==> config.mk <==
export PLATFORM = sky130hd
export DESIGN_NAME = mem_responder_flat
export DESIGN_NICKNAME = d
export VERILOG_FILES = /design/src/rtl/mem_responder_if.sv /design/src/rtl/mem_responder.sv /design/src/flat_wrapper.sv
export SDC_FILE = /design/constraint.sdc
export NUM_CORES = 2
export LEC_CHECK = 0
export ABC_AREA = 1
export CAP_MARGIN = 0
export CELL_PAD_IN_SITES_DETAIL_PLACEMENT = 1
export CELL_PAD_IN_SITES_GLOBAL_PLACEMENT = 1
export CORE_ASPECT_RATIO = 0.6
export CORE_UTILIZATION = 52
export DETAILED_ROUTE_END_ITERATION = 8
export MAX_ROUTING_LAYER = met4
export PLACE_DENSITY = 0.87
export SLEW_MARGIN = 10
export SYNTH_ARGS = -nofsm -noshare
export SYNTH_HDL_FRONTEND = slang
export SYNTH_SLANG_ARGS = --single-unit
==> constraint.sdc <==
create_clock -name clk -period 5.3 [get_ports clk]
set_input_delay 1.06 -clock clk [delete_from_list [all_inputs] [get_ports clk]]
set_output_delay 1.06 -clock clk [all_outputs]
set_load 0.005 [all_outputs]
==> src/rtl/mem_responder_if.sv <==
// ---------------------------------------------------------------------------
// mem_responder_if
// Memory bus bundle for the single-beat en/w_en/r_en/ready/rdata protocol.
//   master : bus driver   -> drives en, w_en, r_en, addr, wdata
//                            samples ready, rdata (and err)
//   slave  : memory side  -> samples the request, drives ready, rdata (and err)
// Optional feature macro: MEM_COLLISION_EN adds the err collision flag.
// ---------------------------------------------------------------------------
interface mem_responder_if #(
  parameter int ADDR_W = 7,
  parameter int DATA_W = 8
);
  logic              en;
  logic              w_en;
  logic              r_en;
  logic [ADDR_W-1:0] addr;
  logic [DATA_W-1:0] wdata;
  logic              ready;
  logic [DATA_W-1:0] rdata;
`ifdef MEM_COLLISION_EN
  logic              err;

  modport master (
    output en, w_en, r_en, addr, wdata,
    input  ready, rdata, err
  );

  modport slave (
    input  en, w_en, r_en, addr, wdata,
    output ready, rdata, err
  );
`else
  modport master (
    output en, w_en, r_en, addr, wdata,
    input  ready, rdata
  );

  modport slave (
    input  en, w_en, r_en, addr, wdata,
    output ready, rdata
  );
`endif
endinterface

==> src/rtl/mem_responder.sv <==
// ---------------------------------------------------------------------------
// mem_responder
// Memory-side responder for the en/w_en/r_en/ready/rdata bus. Accepts one
// single-beat read or write at a time, inserts WAIT_CYC wait states, then
// pulses ready for one cycle (with rdata valid in that cycle for reads).
// Storage is a (2**ADDR_W) x DATA_W array cleared by reset.
//
// Ports
//   clk  : clock, all logic on posedge
//   rst  : asynchronous, active-low reset
//   bus  : mem_responder_if.slave
//            en/w_en/r_en/addr/wdata in, ready/rdata out, err out (optional)
//
// Parameters
//   ADDR_W   : address width, every address maps to a real word
//   DATA_W   : data width
//   WAIT_CYC : wait states between accept and response (0..15)
//
// Optional feature macro: MEM_COLLISION_EN
//   undefined : w_en & r_en together is a plain write
//   defined   : w_en & r_en together is timed normally but does nothing to
//               the array or rdata; err is raised in the response cycle
// ---------------------------------------------------------------------------
module mem_responder #(
  parameter int ADDR_W   = 7,
  parameter int DATA_W   = 8,
  parameter int WAIT_CYC = 1
) (
  input  logic          clk,
  input  logic          rst,
  mem_responder_if.slave bus
);

  localparam int DEPTH = 1 << ADDR_W;
  // Counter reload; BUSY runs for WAIT_CYC cycles ending on count 0.
  localparam int LOAD_I = (WAIT_CYC > 0) ? (WAIT_CYC - 1) : 0;
  localparam logic [3:0] CNT_LOAD = LOAD_I[3:0];

  typedef enum logic [1:0] {
    IDLE = 2'd0,
    BUSY = 2'd1,
    RESP = 2'd2
  } state_t;

  state_t            state_q;
  state_t            state_d;
  logic [3:0]        cnt_q;
  logic [3:0]        cnt_d;

  logic [DATA_W-1:0] mem [DEPTH];
  logic [DATA_W-1:0] rdata_q;

  // Latched request
  logic [ADDR_W-1:0] addr_q;
  logic [DATA_W-1:0] wdata_q;
  logic              wr_q;
  logic              rd_q;

  // Live request decode
  logic              req;
  logic              req_wr;
  logic              req_rd;

  // Operation applied on the edge entering RESP
  logic              accept;
  logic              enter_resp;
  logic [ADDR_W-1:0] cur_addr;
  logic [DATA_W-1:0] cur_wdata;
  logic              cur_wr;
  logic              cur_rd;

`ifdef MEM_COLLISION_EN
  logic              req_col;
  logic              col_q;
`endif

  // -------------------------------------------------------------------------
  // Request decode
  // -------------------------------------------------------------------------
  assign req = bus.en & (bus.w_en | bus.r_en);

`ifdef MEM_COLLISION_EN
  assign req_col = bus.w_en & bus.r_en;
  assign req_wr  = bus.w_en & ~bus.r_en;
  assign req_rd  = bus.r_en & ~bus.w_en;
`else
  // Simultaneous w_en/r_en degrades to a write.
  assign req_wr  = bus.w_en;
  assign req_rd  = bus.r_en & ~bus.w_en;
`endif

  // With WAIT_CYC=0 the commit edge is the accept edge itself, so the
  // latched copies are not yet valid; take the live request instead.
  always_comb begin
    if (state_q == IDLE) begin
      cur_addr  = bus.addr;
      cur_wdata = bus.wdata;
      cur_wr    = req_wr;
      cur_rd    = req_rd;
    end else begin
      cur_addr  = addr_q;
      cur_wdata = wdata_q;
      cur_wr    = wr_q;
      cur_rd    = rd_q;
    end
  end

  // -------------------------------------------------------------------------
  // FSM: state register
  // -------------------------------------------------------------------------
  always_ff @(posedge clk or negedge rst) begin
    if (!rst) begin
      state_q <= IDLE;
      cnt_q   <= 4'd0;
    end else begin
      state_q <= state_d;
      cnt_q   <= cnt_d;
    end
  end

  // -------------------------------------------------------------------------
  // FSM: next state
  // -------------------------------------------------------------------------
  always_comb begin
    state_d    = state_q;
    cnt_d      = cnt_q;
    accept     = 1'b0;
    enter_resp = 1'b0;
    unique case (state_q)
      IDLE: begin
        if (req) begin
          accept = 1'b1;
          if (WAIT_CYC == 0) begin
            state_d    = RESP;
            enter_resp = 1'b1;
          end else begin
            state_d = BUSY;
            cnt_d   = CNT_LOAD;
          end
        end
      end
      BUSY: begin
        if (cnt_q == 4'd0) begin
          state_d    = RESP;
          enter_resp = 1'b1;
        end else begin
          cnt_d = cnt_q - 4'd1;
        end
      end
      RESP: begin
        state_d = IDLE;
      end
      default: begin
        state_d = IDLE;
      end
    endcase
  end

  // -------------------------------------------------------------------------
  // Request capture; address/data are held stable by the op flags so they
  // need no reset.
  // -------------------------------------------------------------------------
  always_ff @(posedge clk) begin
    if (accept) begin
      addr_q  <= bus.addr;
      wdata_q <= bus.wdata;
    end
  end

  always_ff @(posedge clk or negedge rst) begin
    if (!rst) begin
      wr_q <= 1'b0;
      rd_q <= 1'b0;
    end else if (accept) begin
      wr_q <= req_wr;
      rd_q <= req_rd;
    end
  end

`ifdef MEM_COLLISION_EN
  always_ff @(posedge clk or negedge rst) begin
    if (!rst) begin
      col_q <= 1'b0;
    end else if (accept) begin
      col_q <= req_col;
    end
  end
`endif

  // -------------------------------------------------------------------------
  // Storage array: cleared on reset so an aborted write never lands.
  // -------------------------------------------------------------------------
  always_ff @(posedge clk or negedge rst) begin
    if (!rst) begin
      for (int i = 0; i < DEPTH; i++) begin
        mem[i] <= '0;
      end
    end else if (enter_resp && cur_wr) begin
      mem[cur_addr] <= cur_wdata;
    end
  end

  // Read data register holds the last completed read.
  always_ff @(posedge clk or negedge rst) begin
    if (!rst) begin
      rdata_q <= '0;
    end else if (enter_resp && cur_rd) begin
      rdata_q <= mem[cur_addr];
    end
  end

  // -------------------------------------------------------------------------
  // Outputs
  // -------------------------------------------------------------------------
  assign bus.ready = (state_q == RESP);
  assign bus.rdata = rdata_q;
`ifdef MEM_COLLISION_EN
  assign bus.err   = (state_q == RESP) & col_q;
`endif

endmodule
==> src/flat_wrapper.sv <==
// flat-port wrapper written by rule: the top's interface ports become plain ports
module mem_responder_flat 
#(
  parameter int ADDR_W   = 7,
  parameter int DATA_W   = 8,
  parameter int WAIT_CYC = 1
)
  (clk, rst, bus_en, bus_w_en, bus_r_en, bus_addr, bus_wdata, bus_ready, bus_rdata);
  mem_responder_if #(.ADDR_W(ADDR_W), .DATA_W(DATA_W)) bus_i ();
  input  logic clk;
  input  logic rst;
  input wire logic [$bits(bus_i.en)-1:0] bus_en;
  input wire logic [$bits(bus_i.w_en)-1:0] bus_w_en;
  input wire logic [$bits(bus_i.r_en)-1:0] bus_r_en;
  input wire logic [$bits(bus_i.addr)-1:0] bus_addr;
  input wire logic [$bits(bus_i.wdata)-1:0] bus_wdata;
  output wire logic [$bits(bus_i.ready)-1:0] bus_ready;
  output wire logic [$bits(bus_i.rdata)-1:0] bus_rdata;
  assign bus_i.en = bus_en;
  assign bus_i.w_en = bus_w_en;
  assign bus_i.r_en = bus_r_en;
  assign bus_i.addr = bus_addr;
  assign bus_i.wdata = bus_wdata;
  assign bus_ready = bus_i.ready;
  assign bus_rdata = bus_i.rdata;
  mem_responder #(.ADDR_W(ADDR_W), .DATA_W(DATA_W), .WAIT_CYC(WAIT_CYC)) u_core (.clk(clk), .rst(rst), .bus(bus_i));
endmodule
==> run_results.csv <==
group,metric,value,unit
sta,relSlewSlack,0.366,
yosys,mappedNetlistNets,6792,
yosys,ys_types,36,
sta,timing.fmax,266,MHz
sta,report.final.slew_viol_count,0,
job,maxCapViolations,0,
floorplan,num_rows,90,
cts,max-clock-path-buffers,3,
pwr,ir_drop,0.000577,V
sta,fin_crit,3.76,ns
place,gp_congestion,0.898,
cts,hold_buffers,0,
cts,cts.htree.levels,3,
pwr,power_density,582,mW/mm^2
floorplan,pin_count,29,
cells_and_area,final_layout_size_suffix_gt1_frac,0.0918,
cts,clk_latency,0.74,ns
worst_setup_path,start_kind,"input port",
worst_setup_path,arrival,4.38,ns
worst_setup_path,crit_required,5.92,ns
worst_setup_path,endpoint_kind,"flop",
global_route,grt_pass1_wl,279000,microns
route,vias,45700,
cts,cts_tree,"done",
cts,post_cts_buffers,0,
worst_setup_path,regToRegStartpoint,"u_core.state_q[0]",
yosys,yosysSeqAreaShare,0.497,
floorplan,dieHeight,250,microns
pwr,p_leak,28.7,nW
yosys,ys_warn_count,0,
sta,hold_violations,0,
worst_setup_path,r2r_end,"u_core.bus.rdata[7]",
global_route,grt_overflow,0,
global_route,antenna_found_initial,3,
outcome,run_status,"finished clean",
cells_and_area,seq_area,0.0265,sq mm
route,wl,176000,microns
sta,timing.setup.tns,0,ns
global_route,grt_pass1_vias,47000,
yosys,avgSynthCellArea,7.87,sq um
cells_and_area,syn_to_final_growth,7.32,%
sta,worst_pin_slew,0.952,ns
cells_and_area,fill_cells,12300,
cts,clkTransAtPathRegs,0.06,ns
cts,numCtsBuffers,101,
worst_setup_path,r2r_slack,1.56,ns
sta,hold_slack,0.289,ns
cts,clock-root-buffer,"clkbuf_16",
floorplan,start_util,0.527,
floorplan,die-area,0.104,sq mm
route,wl_per_cell,22.0,microns
place,dp_hpwl,107000,microns
global_route,track_usage,0.354,
sta,skew,0.0247,ns
route,drtIter0Drc,4556,
cts,ctsResizeCount,0,
yosys,syn_inst,6771,
yosys,ys_ff_latch,1055,
route,ant_nets,0,
sta,period_share,0.709,
global_route,grt_max_degree,160,
cells_and_area,nets,6585,
cts,cts_sinks,1055,
route,first_pass_iters,6,
cells_and_area,multiInputGateArea,0.0209,sq mm
worst_setup_path,worst-setup-path-type,"input port to flop",
floorplan,core,0.101,sq mm
yosys,syn_area,0.0533,sq mm
route,drc,0,
floorplan,die_w,415,microns
min_path,hold_class,"input port to asynchronous set/reset pin",
place,io_buffer_count,28,
worst_setup_path,crit_fanout,69,
sta,rsz0062_at_grt,"false",
sta,setup_viol,0,
worst_setup_path,r2r_cells,15,
route,vias_per_cell,5.73,
==> worst max path at each step <==
| stage | slack, ns | cells past startpoint | start | endpoint |
|---|---|---|---|---|
| 3_5_place_dp | 0.87 | 17 | bus_addr[0] | u_core.bus.rdata[6] |
| 2_1_floorplan | 2.69 | 10 | bus_addr[6] | u_core.mem[965] |
| 6_report | 1.54 | 17 | bus_addr[0] | u_core.bus.rdata[6] |
| 3_3_place_gp | 0.88 | 17 | bus_addr[0] | u_core.bus.rdata[6] |
| 5_1_grt | 1.35 | 17 | bus_addr[0] | u_core.bus.rdata[6] |
| 4_1_cts | 1.61 | 17 | bus_addr[0] | u_core.bus.rdata[6] |
==> worst max-delay path, cell delays in order <==
cell             delay, ns
clkdlybuf4s50_1       0.50
inv_1                 0.05
nand2_1               0.16
nand2_8               0.36
buf_12                0.36
buf_12                0.19
or2_2                 0.28
nand3_1               0.09
nand2_1               0.07
nor2_1                0.29
nor2_1                0.07
nor2_1                0.35
nand2_1               0.18
nand2_1               0.10
nand2_1               0.06
nor2_1                0.13
nor2_1                0.05
==> final cells by class <==
class                      instances  area share
timing repair buffer             120      0.0254
sequential                      1055       0.463
multi-input combinational       4444       0.366
inverter                         842      0.0556
antenna                            4    0.000175
clock inverter                    35     0.00834
tap                             1334      0.0292
clock buffer                     149      0.0520
==> registers in the layout (all words and copies together) (netlist names) <==
signal,cells
u_core.addr_q,7
u_core.bus.rdata,8
u_core.wdata_q,8
u_core.rd_q,1
u_core.mem,1024
u_core.wr_q,1
u_core.state_q,2
u_core.cnt_q,4
==> cell usage after synthesis, drive strengths merged <==
| cell type | instances | area [sq um] |
|---|---|---|
| a21boi | 1 | 7.51 |
| a21oi | 1 | 5.00 |
| buf | 292 | 2310 |
| clkbuf | 138 | 518 |
| clkinv | 1 | 5.00 |
| dfrtp | 1040 | 26000 |
| edfxtp | 15 | 450 |
| ha | 1 | 12.5 |
| inv | 841 | 3170 |
| mux2i | 8 | 80.1 |
| nand2 | 2334 | 9750 |
| nand3 | 452 | 2260 |
| nor2 | 404 | 1960 |
| nor3 | 1 | 10.0 |
| nor4 | 1 | 6.26 |
| o211ai | 56 | 420 |
| o21ai | 1042 | 5370 |
| o22ai | 2 | 12.5 |
| or2 | 140 | 876 |
| xor2 | 1 | 8.76 |
==> where the power goes <==
group	switching, W	internal [W]
sequential	0.000662	0.00910
combinational	0.0117	0.00409
clock	0.00342	0.00434
total	0.0158	0.0175
==> cell families after synthesis <==
group,after synthesis,synth area share
AO/OA/AOI/OAI,1102,0.109
AND/OR/NAND/NOR,3332,0.279
flip-flops,1055,0.497
buffers and inverters,1272,0.113
XOR/XNOR,1,0.000164
adder cells (fa/ha/maj),1,0.000235
multiplexers,8,0.00150
==> layout by cell type, fill, tap and decap left out, types with 7 or more instances in the layout <==
| master | count |
|---|---|
| nor2_4 | 7 |
| nand3_1 | 452 |
| o211ai_1 | 56 |
| buf_4 | 54 |
| edfxtp_1 | 15 |
| nor2_8 | 26 |
| inv_1 | 827 |
| dfrtp_1 | 1040 |
| o21ai_2 | 28 |
| mux2i_4 | 8 |
| clkbuf_8 | 22 |
| inv_2 | 9 |
| clkbuf_1 | 24 |
| clkinv_2 | 16 |
| o21ai_1 | 941 |
| nand2_4 | 118 |
| nand2_8 | 7 |
| clkdlybuf4s50_1 | 27 |
| o21ai_0 | 69 |
| nor2_1 | 371 |
| clkbuf_16 | 103 |
| buf_12 | 38 |
| or2_2 | 140 |
| bufinv_16 | 9 |
| nand2_1 | 2205 |
==> through the flow <==
stage	instance area [sq um]	power (W)	util	setup slack, ns	std cells
final	57200	0.0333	0.566	1.54	7983
after global routing	57200	0.0348	0.566	1.35	7982
after CTS	57200	0.0330	0.566	1.61	7979
after detailed placement	53700	0.0251	0.532	0.869	7795
after global placement	53700	0.0246	0.532	0.882	7795
after floorplan	53300	0.0193	-	2.69	6771
==> layer usage <==
metal / track usage / wire, microns
met3: 0.0543 / 12700
met4: 0.107 / 5090
met1: 0.502 / 79500
met5: - / 0
met2: 0.524 / 78700
No activity file was read; power rests on OpenSTA's default activity.
